--- config.mk ---
export PLATFORM = sky130hd
export DESIGN_NAME = inst_fetch_queue
export DESIGN_NICKNAME = d
export VERILOG_FILES = /design/src/rtl/inst_fetch_queue.sv
export SDC_FILE = /design/constraint.sdc
export NUM_CORES = 1
export LEC_CHECK = 0
export ABC_AREA = 1
export BUFFER_PORTS_ARGS = -buffer_cell sky130_fd_sc_hd__buf_2
export CAP_MARGIN = 20
export CORE_MARGIN = 1
export CORE_UTILIZATION = 63
export CTS_BUF_LIST = sky130_fd_sc_hd__clkbuf_8
export DETAILED_ROUTE_END_ITERATION = 12
export MAX_ROUTING_LAYER = met4
export PLACE_DENSITY_LB_ADDON = 0.05
export SETUP_SLACK_MARGIN = 0.15
export SLEW_MARGIN = 25
export SYNTH_ARGS = -nofsm -noshare
export SYNTH_HDL_FRONTEND = slang
export SYNTH_SLANG_ARGS = --single-unit
--- constraint.sdc ---
create_clock -name clk -period 4.1 [get_ports clk]
set_input_delay 0.615 -clock clk [delete_from_list [all_inputs] [get_ports clk]]
set_output_delay 0.615 -clock clk [all_outputs]
set_load 0.005 [all_outputs]
--- src/rtl/inst_fetch_queue.sv ---
// Four-entry instruction/PC FIFO between fetch and decode.
// Flush redirects discard everything queued; the head is presented combinationally.
module inst_fetch_queue (
    input  logic        clk,
    input  logic        rst,
    input  logic [15:0] inst_in,
    input  logic [15:0] pc_in,
    input  logic        push_in,
    input  logic        pop_in,
    input  logic        flush_in,
    output logic        push_rdy_out,
    output logic [15:0] inst_out,
    output logic [15:0] pc_out,
    output logic [3:0]  opco_out,
    output logic [1:0]  jmp_off_out,
    output logic        vld_out,
    output logic [2:0]  count_out
);

    logic [15:0] inst_mem [4];
    logic [15:0] pc_mem   [4];
    logic [1:0]  wr_ptr;
    logic [1:0]  rd_ptr;
    logic [2:0]  count;
    logic        push_acc;
    logic        pop_acc;

    assign push_rdy_out = (count != 3'd4);
    assign vld_out      = (count != 3'd0);
    assign count_out    = count;

    // Acceptance looks only at registered occupancy, so a pop never frees a slot for a same-cycle push.
    assign push_acc = push_in && push_rdy_out && !flush_in;
    assign pop_acc  = pop_in && vld_out && !flush_in;

    always_ff @(posedge clk or posedge rst) begin
        if (rst) begin
            wr_ptr <= 2'd0;
            rd_ptr <= 2'd0;
            count  <= 3'd0;
        end else if (flush_in) begin
            wr_ptr <= 2'd0;
            rd_ptr <= 2'd0;
            count  <= 3'd0;
        end else begin
            if (push_acc) begin
                wr_ptr <= wr_ptr + 2'd1;
            end
            if (pop_acc) begin
                rd_ptr <= rd_ptr + 2'd1;
            end
            case ({push_acc, pop_acc})
                2'b10:   count <= count + 3'd1;
                2'b01:   count <= count - 3'd1;
                default: count <= count;
            endcase
        end
    end

    // Storage is never cleared; pointers and count alone decide what is valid.
    always_ff @(posedge clk) begin
        if (push_acc) begin
            inst_mem[wr_ptr] <= inst_in;
            pc_mem[wr_ptr]   <= pc_in;
        end
    end

    always_comb begin
        inst_out = 16'h0000;
        pc_out   = 16'h0000;
        if (vld_out) begin
            inst_out = inst_mem[rd_ptr];
            pc_out   = pc_mem[rd_ptr];
        end
    end

    assign opco_out    = inst_out[15:12];
    assign jmp_off_out = inst_out[11:10];

endmodule

==> metrics.txt <==
Worst slew margin=45.63%; nets=565; Adder-Cell Fraction of Synth Area=1.276%; R2R depth=7; max incr delay on CP=620 ps; distinct cell type count after synthesis=22; Max Root-Sink Buffers=2; I/O Pins=80; row count=33; final max-slew violation count=0; crit path launch=rd_ptr[0]$_DFFE_PP0P_; GR Layer Usage met2=40.71%; XOR/XNOR share of the synthesized area=0.1596%; Initial Util=65.81%; CP Class=flop to primary output; cts bufs inserted=17; Finished Cell Area=6324 um2; setup_tns=0 ps; placed cell area=5871 um2; sequential element share of the synthesized area=73.22%; Peak VDD IR=0.3537 mV; Remaining Overflow, GRT=0; Internal Power=2.458 mW; post-detailed-route wirelength per cell=16.65 um; Port-buffer cells=79; YS warnings=0; NetSw=1.209 mW; Final period util=68.68%; Core ar.=8341 um2; Clk pwr share=26.3%; Final Wtd Congestion=0.8605; Post-CTS Resized=0; drt pass-1 iters=5; cell taking the most area after synthesis=edfxtp_1; Clock transition at path regs=70 ps; # DRC=0; Avg Inst Size Synth=12.22 um2; die height=95.34 um; largest family of logic cells by synthesized area=simple AND/OR/NAND/NOR gates; Vias=3561; die width=95.34 um; DRT Wirelength=10640 um; FF-to-FF End=pc_mem[0][13]$_DFFE_PP_; Cells after Synth=449; PD cells=579.9 nW/um2; Sw Ratio=32.97%; critical path launch point type=flop; Setup Buffers After CTS=0; Seq pwr share=44.9%; Die ar.=9090 um2; top cell family by delay on the critical path=buffers and inverters; endpoints failing setup=0; ys async rst share=5.185%; Worst R2R Start=count_out[0]$_DFFE_PP0P_; CP Buf/Inv Count=2; GR Util All Layers=25.70%; Sink Count=135; post-synthesis mux area share=0%; via/cell ratio=5.573; met1 GRT Util=32.18%; Worst Path Required=3480 ps; post-DP HPWL=5911 um; Synth top cells by count=nor2_1 (133), edfxtp_1 (128), o21ai_0 (40), a21oi_1 (35), o21ai_1 (28); pin count of the biggest net entering global routing=66; synthesized flop and latch total=135; post-synthesis net count=491; grt met3 use=6.699%; RSZ-0062 raised after global routing=no; fmax=355.1 MHz; CP max FO=65; Hold Path Class=primary input to async pin; # diodes=0; leakage=2.364 nW; Area growth syn-to-layout=15.20%; first-pass GRT wire length=16210 um; area fraction of the dominant cell type after synthesis=70.03%; GRT busiest layer=met2; initial antenna violation count=0; CTS H-tree lvls=4; Worst EP arrival=2200 ps; Crit-path slowest cell=clkinv_2; post-route ant nets=0; max cap viols=0; Synth Area in Simple Gates=11.24%; Most used DFF post-synth=edfxtp_1; Critical Path, Cell by Cell=clkinv_2 > o21ai_0 > a21oi_1 > buf_2; Post-synth EDFFs=128; R2R setup slack=1900 ps; vias in the first global route=3342; layout cell share with drive strength beyond 1=23.97%; Crit. End Element=primary output; fillers=533; Fin. Hold Viols=0; outcome=finished clean; storage element area=4020 um2; Post-Synthesis Cell Area=5489 um2; Synth area leaders=edfxtp_1 (70%), nor2_1 (9.1%), o21ai_0 (3.6%), a21oi_1 (3.2%), dfrtp_1 (3.2%); CTS tree=built; DR iter-0 viols=221; Tmin final=2816 ps; clock root buffer=clkbuf_8; count leader, synth=nor2_1; Worst-Skew Late Latency=430 ps; multi-input logic area=1252 um2; skew final=12.13 ps; Tightest Pin Transition=815.6 ps; Combinational Power Share=28.8%; Synth Area in Compound Gates=9.597%; number of hold buffers added after cts=0
## metrics by stage
| step | worst slack (ps) | cells | utilization, % | hold slack (ps) | power, mW |
|---|---|---|---|---|---|
| floorplan | 1411 | 449 | - | 418.4 | 2.383 |
| global placement | 1601 | 605 | 70.39 | 551.4 | 2.696 |
| detailed placement | 1635 | 605 | 70.39 | 554.1 | 2.726 |
| CTS | 1254 | 635 | 74.48 | 86.79 | 3.672 |
| global route | 1090 | 639 | 75.82 | 109.8 | 3.876 |
| finish | 1284 | 639 | 75.82 | 100.3 | 3.667 |
## power by group through the flow
stage / Clock, mW / Sequential (mW) / Combinational [mW]
CTS: 0.974 / 1.65 / 1.05
detailed placement: 0 / 1.68 / 1.05
floorplan: 0 / 1.67 / 0.711
global route: 1.03 / 1.66 / 1.19
global placement: 0 / 1.67 / 1.02
finish: 0.963 / 1.65 / 1.06
## routing by layer
metal | vias to the layer above | routed length [um] | part of all wire, %
li1 | 1706 | - | -
met1 | 1702 | 4339 | 41
met2 | 133 | 5404 | 51
met3 | 20 | 686 | 6.4
met4 | 0 | 206 | 1.9
met5 | - | 0 | 0
## layout by cell type (no fill, tap or decap), types with 2 or more instances in the layout
cell	count
dfrtp_1	6
inv_2	4
ha_1	4
clkinv_1	3
a21oi_1	35
o21ai_1	28
nand2_2	3
edfxtp_1	128
o21ai_0	40
nor2_1	129
nand3_1	2
buf_4	2
buf_16	4
buf_2	79
clkinvlp_4	4
clkinv_2	3
nor2_4	5
inv_6	3
clkbuf_8	17
nand2_1	19
inv_1	10
## final cells by class
class	count	share of cell area, %
inverter	15	0.9102
timing repair buffer	85	8.231
tap	105	2.078
multi-input combinational	269	19.81
clock inverter	13	1.702
sequential	135	63.57
clock buffer	17	3.700
## cells by family after synthesis
logic type / count (synthesis)
flops: 135
fa+ha+maj: 5
buf+inv: 45
xor+xnor: 1
simple gates: 159
compound gates: 104
## flip-flops by register name, indices dropped and copies added, names as in the netlist
register	count
wr_ptr	2
pc_mem	64
count_out	3
inst_mem	64
rd_ptr	2
## worst register-to-register path, delay by kind of cell, from the launching register on
family | cells | cell delay [ps]
simple gates | 5 | 990
flops | 1 | 470
buf+inv | 2 | 440
## worst max path at each step
stage,to,slack (ps),cells after the start
after floorplan,inst_mem[0][0]$_DFFE_PP_,1410,4
after global placement,pc_out[1],1600,5
after detailed placement,inst_mem[1][3]$_DFFE_PP_,1640,5
after CTS,inst_out[5],1250,6
after global routing,inst_out[2],1090,4
final,inst_out[2],1280,4
(Power assumes the default switching activity.)
